## src/rtl/mem_access_stage.sv

```systemverilog
// mem_access_stage
//   Memory-access pipeline stage that sits directly after the ALU in the
//   MIPS32 core. It passes non-memory results straight to writeback, rejects
//   misaligned accesses, and performs word/half/byte loads and stores over a
//   req/ack data-memory handshake. It stalls upstream (in_ready=0) while an
//   access is outstanding, and aborts an access that waits too long for ack.
//
// Ports
//   clk, rst_n          clock, asynchronous active-low reset
//   in_valid / in_ready upstream handshake (in_ready is combinational, IDLE only)
//   alu_result          address for memory ops, writeback data for NONE
//   store_data          store operand (rt)
//   mem_op              000 NONE 001 LW 010 LB 011 LBU 100 SW 101 SB 110 LH 111 LHU
//   rd_addr, reg_we_in  destination register and its write enable
//   dmem_*              data-memory request bundle; dmem_ack/dmem_rdata response
//   wb_*                registered one-cycle writeback bundle
//   err_misalign        one-cycle pulse, misaligned access rejected
//   err_timeout         one-cycle pulse, access aborted after TIMEOUT_CYCLES
module mem_access_stage #(
  parameter int TIMEOUT_CYCLES = 16
) (
  input  logic        clk,
  input  logic        rst_n,
  input  logic        in_valid,
  output logic        in_ready,
  input  logic [31:0] alu_result,
  input  logic [31:0] store_data,
  input  logic [2:0]  mem_op,
  input  logic [4:0]  rd_addr,
  input  logic        reg_we_in,
  output logic        dmem_req,
  output logic        dmem_we,
  output logic [31:0] dmem_addr,
  output logic [3:0]  dmem_be,
  output logic [31:0] dmem_wdata,
  input  logic        dmem_ack,
  input  logic [31:0] dmem_rdata,
  output logic        wb_valid,
  output logic [31:0] wb_data,
  output logic [4:0]  wb_rd,
  output logic        wb_we,
  output logic        err_misalign,
  output logic        err_timeout
);

  localparam logic [2:0] OP_NONE = 3'b000;
  localparam logic [2:0] OP_LW   = 3'b001;
  localparam logic [2:0] OP_LB   = 3'b010;
  localparam logic [2:0] OP_LBU  = 3'b011;
  localparam logic [2:0] OP_SW   = 3'b100;
  localparam logic [2:0] OP_SB   = 3'b101;
  localparam logic [2:0] OP_LH   = 3'b110;
  localparam logic [2:0] OP_LHU  = 3'b111;

  localparam logic [7:0] TIMEOUT_LIMIT = 8'(TIMEOUT_CYCLES);

  typedef enum logic [0:0] {
    ST_IDLE = 1'b0,
    ST_WAIT = 1'b1
  } state_t;

  // Word accesses need a 4-byte aligned address, halfword accesses 2-byte.
  function automatic logic misaligned(input logic [2:0] op, input logic [1:0] lo);
    logic bad;
    case (op)
      OP_LW, OP_SW:  bad = (lo != 2'b00);
      OP_LH, OP_LHU: bad = lo[0];
      default:       bad = 1'b0;
    endcase
    return bad;
  endfunction

  // Little-endian byte lanes touched by the access.
  function automatic logic [3:0] byte_enables(input logic [2:0] op, input logic [1:0] lo);
    logic [3:0] be;
    case (op)
      OP_LW, OP_SW:          be = 4'b1111;
      OP_LH, OP_LHU:         be = lo[1] ? 4'b1100 : 4'b0011;
      OP_LB, OP_LBU, OP_SB:  be = 4'b0001 << lo;
      default:               be = 4'b0000;
    endcase
    return be;
  endfunction

  // Extracts the addressed lane from the read word and sign/zero extends it.
  function automatic logic [31:0] load_value(input logic [2:0] op, input logic [1:0] lo,
                                             input logic [31:0] rdata);
    logic [7:0]  b;
    logic [15:0] h;
    logic [31:0] v;
    case (lo)
      2'b00:   b = rdata[7:0];
      2'b01:   b = rdata[15:8];
      2'b10:   b = rdata[23:16];
      2'b11:   b = rdata[31:24];
      default: b = 8'h00;
    endcase
    h = lo[1] ? rdata[31:16] : rdata[15:0];
    case (op)
      OP_LW:   v = rdata;
      OP_LB:   v = {{24{b[7]}}, b};
      OP_LBU:  v = {24'h000000, b};
      OP_LH:   v = {{16{h[15]}}, h};
      OP_LHU:  v = {16'h0000, h};
      default: v = 32'h00000000;
    endcase
    return v;
  endfunction

  state_t      state_r, state_next_s;
  logic [7:0]  cnt_r, cnt_next_s, cnt_inc_s;
  logic [2:0]  op_r;
  logic [1:0]  lane_r;
  logic [4:0]  rd_r;
  logic        reg_we_r;
  logic        timeout_s;
  logic        in_ready_s, pass_s, misalign_s, issue_s, complete_s, abort_s;
  logic        store_r_s;

  logic        dmem_req_r, dmem_we_r;
  logic [31:0] dmem_addr_r, dmem_wdata_r;
  logic [3:0]  dmem_be_r;
  logic        wb_valid_r, wb_we_r, err_misalign_r, err_timeout_r;
  logic [31:0] wb_data_r;
  logic [4:0]  wb_rd_r;

  // Saturating wait counter; the access aborts once the count of ack-less
  // cycles would reach the limit, so an ack in that same cycle still wins.
  assign cnt_inc_s = (cnt_r == 8'hFF) ? 8'hFF : (cnt_r + 8'd1);
  assign timeout_s = (cnt_inc_s >= TIMEOUT_LIMIT);
  assign store_r_s = (op_r == OP_SW) || (op_r == OP_SB);

  // State and wait-counter register.
  always_ff @(posedge clk or negedge rst_n) begin
    if (!rst_n) begin
      state_r <= ST_IDLE;
      cnt_r   <= 8'h00;
    end else begin
      state_r <= state_next_s;
      cnt_r   <= cnt_next_s;
    end
  end

  // Next-state and next-count logic.
  always_comb begin
    state_next_s = state_r;
    cnt_next_s   = 8'h00;
    case (state_r)
      ST_IDLE: begin
        if (issue_s) begin
          state_next_s = ST_WAIT;
        end else begin
          state_next_s = ST_IDLE;
        end
      end
      ST_WAIT: begin
        if (complete_s || abort_s) begin
          state_next_s = ST_IDLE;
        end else begin
          state_next_s = ST_WAIT;
          cnt_next_s   = cnt_inc_s;
        end
      end
      default: begin
        state_next_s = ST_IDLE;
      end
    endcase
  end

  // Output decode: upstream ready plus the event strobes driving the registers.
  always_comb begin
    in_ready_s = 1'b0;
    pass_s     = 1'b0;
    misalign_s = 1'b0;
    issue_s    = 1'b0;
    complete_s = 1'b0;
    abort_s    = 1'b0;
    case (state_r)
      ST_IDLE: begin
        in_ready_s = 1'b1;
        if (in_valid) begin
          if (mem_op == OP_NONE) begin
            pass_s = 1'b1;
          end else if (misaligned(mem_op, alu_result[1:0])) begin
            misalign_s = 1'b1;
          end else begin
            issue_s = 1'b1;
          end
        end else begin
          pass_s = 1'b0;
        end
      end
      ST_WAIT: begin
        if (dmem_ack) begin
          complete_s = 1'b1;
        end else if (timeout_s) begin
          abort_s = 1'b1;
        end else begin
          complete_s = 1'b0;
        end
      end
      default: begin
        in_ready_s = 1'b0;
      end
    endcase
  end

  // Registered memory request, latched access context and writeback bundle.
  always_ff @(posedge clk or negedge rst_n) begin
    if (!rst_n) begin
      dmem_req_r     <= 1'b0;
      dmem_we_r      <= 1'b0;
      dmem_addr_r    <= 32'h00000000;
      dmem_be_r      <= 4'b0000;
      dmem_wdata_r   <= 32'h00000000;
      op_r           <= OP_NONE;
      lane_r         <= 2'b00;
      rd_r           <= 5'd0;
      reg_we_r       <= 1'b0;
      wb_valid_r     <= 1'b0;
      wb_data_r      <= 32'h00000000;
      wb_rd_r        <= 5'd0;
      wb_we_r        <= 1'b0;
      err_misalign_r <= 1'b0;
      err_timeout_r  <= 1'b0;
    end else begin
      wb_valid_r     <= pass_s | misalign_s | complete_s | abort_s;
      err_misalign_r <= misalign_s;
      err_timeout_r  <= abort_s;

      if (pass_s) begin
        wb_data_r <= alu_result;
        wb_rd_r   <= rd_addr;
        wb_we_r   <= reg_we_in;
      end else if (misalign_s) begin
        wb_data_r <= 32'h00000000;
        wb_rd_r   <= rd_addr;
        wb_we_r   <= 1'b0;
      end else if (complete_s) begin
        wb_rd_r <= rd_r;
        if (store_r_s) begin
          wb_data_r <= 32'h00000000;
          wb_we_r   <= 1'b0;
        end else begin
          wb_data_r <= load_value(op_r, lane_r, dmem_rdata);
          wb_we_r   <= reg_we_r;
        end
      end else if (abort_s) begin
        wb_data_r <= 32'h00000000;
        wb_rd_r   <= rd_r;
        wb_we_r   <= 1'b0;
      end else begin
        // wb_we is only meaningful alongside wb_valid, so drop it between pulses.
        wb_we_r <= 1'b0;
      end

      if (issue_s) begin
        dmem_req_r   <= 1'b1;
        dmem_we_r    <= (mem_op == OP_SW) || (mem_op == OP_SB);
        dmem_addr_r  <= {alu_result[31:2], 2'b00};
        dmem_be_r    <= byte_enables(mem_op, alu_result[1:0]);
        if (mem_op == OP_SB) begin
          dmem_wdata_r <= {4{store_data[7:0]}};
        end else if (mem_op == OP_SW) begin
          dmem_wdata_r <= store_data;
        end else begin
          dmem_wdata_r <= 32'h00000000;
        end
        op_r     <= mem_op;
        lane_r   <= alu_result[1:0];
        rd_r     <= rd_addr;
        reg_we_r <= reg_we_in;
      end else if (complete_s || abort_s) begin
        dmem_req_r <= 1'b0;
        dmem_we_r  <= 1'b0;
      end else begin
        dmem_req_r <= dmem_req_r;
      end
    end
  end

  assign in_ready     = in_ready_s;
  assign dmem_req     = dmem_req_r;
  assign dmem_we      = dmem_we_r;
  assign dmem_addr    = dmem_addr_r;
  assign dmem_be      = dmem_be_r;
  assign dmem_wdata   = dmem_wdata_r;
  assign wb_valid     = wb_valid_r;
  assign wb_data      = wb_data_r;
  assign wb_rd        = wb_rd_r;
  assign wb_we        = wb_we_r;
  assign err_misalign = err_misalign_r;
  assign err_timeout  = err_timeout_r;

endmodule
```

## config.mk

```make
export PLATFORM = sky130hd
export DESIGN_NAME = mem_access_stage
export DESIGN_NICKNAME = d
export VERILOG_FILES = /design/src/rtl/mem_access_stage.sv
export SDC_FILE = /design/constraint.sdc
export NUM_CORES = 1
export LEC_CHECK = 0
export ABC_AREA = 1
export CAP_MARGIN = 20
export CORE_MARGIN = 4
export CORE_UTILIZATION = 41
export DETAILED_ROUTE_END_ITERATION = 16
export GPL_ROUTABILITY_DRIVEN = 0
export PLACE_DENSITY = 0.77
export SLEW_MARGIN = 20
export SYNTH_ARGS = -nofsm -noshare
export SYNTH_HDL_FRONTEND = slang
export SYNTH_SLANG_ARGS = --single-unit
```

## constraint.sdc

```tcl
create_clock -name clk -period 1.6 [get_ports clk]
set_input_delay 0.32 -clock clk [delete_from_list [all_inputs] [get_ports clk]]
set_output_delay 0.32 -clock clk [all_outputs]
set_load 0.01 [all_outputs]
```

# Yosys cells after proc, flatten, opt, wreduce, memory -nomap -nowiden
# Cells that the tools add are included.
# classes
n_shift,1
n_reduce_logical,11
bitwise_logic,4
eq_ne,18
mux,50
n_addsub,1
n_lt_le_gt_ge,1
# op_table
cell,count
$mux W32,7
$pmux W32 S5,1
$pmux W8 S4,1
$mux W1,29
$eq A3 B3 Y1 const B,8
$mux W8,3
$mux W5,4
$mux W16,1
$eq A3 B2 Y1 const B,4
$pmux W4 S3,1
$add A8 B1 Y8 const B,1
$eq A8 B8 Y1 const B,1
$ge A8 B5 Y1 const B,1
$eq A3 B1 Y1 const B,2
$eq A2 B2 Y1 const B,2
$mux W4,1
$pmux W1 S2,2
$reduce_bool A2 Y1,2
$reduce_bool A4 Y1,1
$reduce_or A2 Y1,2
$shl A1 B2 Y4 const A,1
$logic_not A3 Y1,1
$logic_or A1 B1 Y1,3
$or A1 B1 Y1,3
other kinds (4),4
# word_totals
ff_bits,129

# Logic depth before layout (Yosys ltp)
# depth
word_depth,13
depth_mapped,12
depth_no_buf,11

# Worst setup path after synthesis
# No wires, ideal clock.
# synth_timing
path_type,register to register
from,register cnt_r[0]
to,"register wb_data_r[13], in the netlist wb_data[13]"
period_less_slack_ps,1631
path_stages_with_launch,13
setup_ps,119
path_buffers,2
t_arrival_ps,1512
required_ps,1481
path_slack_ps,-31
cell_sequence,dfrtp_1 ha_1 nand3_1 nor2_1 nand2_1 nand2_1 nor2_1 nand3_1 nand3_1 buf_4 buf_2 nand3_1 nand2_1
# synth_between
elab_chain_cells,7
# synth_rtl
item,line_no,rtl
"start, declared",111,"logic [7:0] cnt_r, cnt_next_s, cnt_inc_s;"
"start signal, assigned",140,cnt_r <= cnt_next_s;
$add A8 B1 Y8 or $eq A8 B8 Y1 (tied branches),129,assign cnt_inc_s = (cnt_r == 8'hFF) ? 8'hFF : (cnt_r + 8'd1);
$mux W8 (*),129,
$ge A8 B5 Y1 (*),130,assign timeout_s = (cnt_inc_s >= TIMEOUT_LIMIT);
$mux W1 (*),196,end else if (timeout_s) begin
$mux W1 (*),194,if (dmem_ack) begin
$mux W1 (*),178,case (state_r)
$reduce_bool A4 Y1 (no line) (*),--,
"end signal, assigned",232,wb_data_r <= alu_result;
"end signal, assigned",245,"wb_data_r <= load_value(op_r, lane_r, dmem_rdata);"
"end, declared",124,logic [31:0] wb_data_r;
# Every way passes the cells marked *; elsewhere a longest branch is shown, timed or not.
# A chain may end at the register's enable or synchronous reset.

# Final worst setup path
# layout_timing
from,register cnt_r[1]
to,"register wb_rd_r[0], in the netlist wb_rd[0]"
# layout_between
elab_chain_cells,7
# layout_rtl
item,line_no,rtl
$add A8 B1 Y8 or $eq A8 B8 Y1 (tied branches),129,
$mux W8 (*),129,
$ge A8 B5 Y1 (*),130,
$mux W1 (*),196,
$mux W1 (*),194,
$mux W1 (*),178,
$reduce_bool A4 Y1 (no line) (*),--,
"end signal, assigned",233,wb_rd_r <= rd_addr;
"end signal, assigned",237,wb_rd_r <= rd_addr;
"end signal, assigned",240,wb_rd_r <= rd_r;
"end, declared",125,logic [4:0] wb_rd_r;
# Marked as above.

==> implementation parameters <==
Parameter                              Value

Layout
  Post-Layout Inst Area ... 0.00977 sq mm
  Final Core Density ... 0.645
  Final antenna diode count ... 0
  Net count, final ... 1159
  Synthesis-to-finish area growth ... 55.0%
  Layout cells sized above 1 ... 0.150

Detailed routing
  Drt first-iter violations ... 427
  Average wire length per cell after detail routing ... 16.6 microns
  DR DRC count ... 0
  Post-detailed-route count of antenna-violating nets ... 0
  First-pass detailed-route iteration total ... 6
  Detail-routed via count per cell ... 5.18
  Total Wirelength ... 20700 microns
  Number of vias in the routed layout ... 6479

Yosys
  FFs w/ async S/R, synth ... 1.00
  Mapped Avg Cell Area ... 7.99 sq um
  Count leader, synth ... nand2_1
  Number of cells produced by synthesis ... 789
  Number of distinct standard cells referenced by the synthesized netlist ... 33
  Number of enable-type register cells in the synthesized netlist ... 0
  Part of the Yosys area used for sequential elements ... 0.512
  Largest area contributor in the netlist ... dfrtp_1
  Area share of the leading cell type in the synthesized netlist ... 0.512
  Post-synthesis instance area ... 0.00631 sq mm
  Synth area leaders ... dfrtp_1, nand2_1, nand3_1, o21ai_0, inv_1
  Most numerous cell types in the synthesized netlist ... nand2_1, dfrtp_1, nand3_1
  Synth warnings ... 0
  Predominant post-synthesis flop cell ... dfrtp_1
  Yosys reg bits ... 129

Clock tree
  Buffer depth of the longest clock path ... 2
  TritonCTS clock tree ... built
  Count of clock tree sinks ... 129
  TritonCTS Buffers ... 17
  Clk_lat worst skew ... 0.42 ns
  H-tree depth ... 4
  Clock slew at reported path FFs ... 0.06 ns
  CTS root buffer ... clkbuf_16

Critical path
  WS Path Type ... register to register
  Endpoint of the worst-slack reg-to-reg timing path ... wb_rd[0]$_DFFE_PN0P_
  CP max FO ... 6
  Crit path DAT ... 2.00 ns
  Kind of capture point of the worst setup path ... register
  Worst reg-to-reg path cell count ... 12
  Register-to-Register Setup Slack ... -0.09 ns
  Launching point of the worst reg2reg path ... cnt_r[1]$_DFF_PN0_
  Nature of the critical path startpoint ... register
  Req. time, crit path ... 1.91 ns

GRT
  Number of antenna violations at the first check in global routing ... 0
  Remaining global-route overflow ... 0
  Number of global-route vias before repair ... 6456
  All-Layer GR Usage ... 0.237
  First-pass GRT wire length ... 33300 microns
  Pin count of the biggest net entering global routing ... 44

Place
  Placement-stage cell area ... 0.00901 sq mm
  Buffers added on ports ... 218
  Worst slack, placed ... -0.481 ns
  Detail Placement HPWL ... 15200 microns

STA
  Count of pins over their slew limit ... 0
  Unrepaired setup endpoints after global routing ... true
  Final hold violations ... 0
  Final number of setup-violating endpoints ... 33
  Worst clock skew on the final layout ... 0.00966 ns
  Final TNS setup ... -1.41 ns
  Setup ws final ... -0.0930 ns
  Share of the clock period used by the worst path ... 1.06
  Minimum clock period ... 1.69 ns
  Worst-case hold slack ... 0.365 ns
  F_max ... 591 MHz

Floorplan
  Floorplan Core Area ... 0.0151 sq mm
  Top Ports ... 221
  Die Y-Extent ... 132 microns
  Die area ... 0.0174 sq mm
  Site Rows ... 45
  Chip width ... 132 microns
  Initial cell density of the core ... 0.416

Pwr
  VDD IR-drop max ... 0.843 mV
  Cell area power density ... 1280 mW/mm^2
  Leak Pwr ... 5.01 nW
  Internal power contribution ... 8.25 mW
  Switching power ... 4.23 mW
  Switching power as a share of total power ... 0.339
  Fraction of power consumed by the clock network ... 0.291
  Share of power burned in combinational logic ... 0.341
  Seq pwr share ... 0.368

Flow run
  Maximum Capacitance Violations ... 0

Status
  Result of the run ... finished with violations
  Violated checks ... setup timing

Worst hold path
  Min-Delay Path Class ... input port to asynchronous set/reset pin
timing repair:
action                                  4_1_cts  5_1_grt
setup buffers                                 7        2
endpoints found under the setup margin      163       52
hold buffers                                  1        0
endpoints found under the hold margin        30        0
pin swaps                                     8       20
cloned                                        1        1
resized for setup                           127       64
cell type report:
| type | count | area [sq um] |
|---|---|---|
| multi-input cells | 553 | 2830 |
| well taps | 188 | 235 |
| flip-flops and latches | 129 | 3230 |
| inverters | 65 | 246 |
| clock buffers | 19 | 443 |
| repair buffers | 283 | 2680 |
| fillers | 1309 | 5370 |
| clock inverters | 13 | 114 |
through the flow:
step / total power, mW / cells
after floorplan: 6.59 / 794
after global placement: 9.12 / 1208
after detailed placement: 9.23 / 1208
after CTS: 12.4 / 1249
after global routing: 13.2 / 1250
final: 12.5 / 1250
flip-flops by register name (all words and copies together), names as in the netlist:
signal        count
wb_valid          1
wb_rd             5
rd_r              5
err_timeout       1
wb_data          32
reg_we_r          1
state_r           1
dmem_be           4
op_r              3
dmem_wdata       32
dmem_we           1
wb_we             1
cnt_r             8
err_misalign      1
dmem_req          1
dmem_addr        30
lane_r            2
power by group through the flow:
stage	clock (mW)	combinational (mW)	sequential, mW
2_1_floorplan	0	1.66	4.93
3_3_place_gp	0	4.51	4.62
3_5_place_dp	0	4.59	4.63
4_1_cts	3.69	4.17	4.56
5_1_grt	3.85	4.69	4.69
6_report	3.63	4.26	4.59
cell usage in the layout, fill, tap and decap left out, types with 6 or more instances in the layout:
master,n
a21oi_1,33
a22oi_1,8
buf_12,9
buf_4,46
buf_6,7
clkbuf_16,17
clkdlybuf4s50_1,104
conb_1,6
dfrtp_1,127
dlygate4sd2_1,112
inv_1,61
nand2_1,203
nand2_2,9
nand3_1,111
nand3_2,9
nand3_4,6
nor2_1,33
nor2_2,7
o21a_1,25
o21ai_0,53
o21ai_1,14
o21ai_2,6
or2_2,9
kinds of logic after synthesis:
kind of cell	Yosys count	share of synthesized area
and+or+nand+nor	399	0.272
adders and majority gates	1	0.00198
other	1	0.000595
xor gates and xnor gates	2	0.00278
AOI/OAI and AO/OA	145	0.132
buffers and inverters	112	0.0788
DFF	129	0.512
worst max-delay path: stages (launching register included):
cell	delay [ns]
dfrtp_1	0.40
ha_4	0.18
nand3_4	0.10
nor2_4	0.12
nand2_1	0.06
nand2_1	0.08
nor2_2	0.05
nand3_4	0.09
nand3_4	0.11
buf_12	0.17
buf_8	0.13
nand3_2	0.04
nand2_1	0.05
routing by layer:
metal | vias up | share of wire | routed length (microns) | global-route usage
met5 | - | 0 | 0 | 0
met4 | 0 | 0.030 | 626 | 0.0881
met3 | 39 | 0.083 | 1720 | 0.0763
met2 | 288 | 0.48 | 9850 | 0.381
met1 | 3052 | 0.41 | 8500 | 0.300
li1 | 3100 | - | - | -
how the worst max path moves through the flow:
stage	startpoint	end	slack, ns	cells past startpoint
6_report	cnt_r[1]$_DFF_PN0_	wb_rd[0]$_DFFE_PN0P_	-0.09	12
5_1_grt	cnt_r[1]$_DFF_PN0_	wb_data[9]$_DFFE_PN0P_	-0.18	12
4_1_cts	cnt_r[0]$_DFF_PN0_	wb_data[23]$_DFFE_PN0P_	-0.13	11
3_5_place_dp	mem_op[2]	wb_data[27]$_DFFE_PN0P_	-0.48	9
3_3_place_gp	mem_op[1]	wb_data[2]$_DFFE_PN0P_	-0.39	12
2_1_floorplan	cnt_r[1]$_DFF_PN0_	wb_data[13]$_DFFE_PN0P_	0.01	12
(Power assumes the default switching activity.)
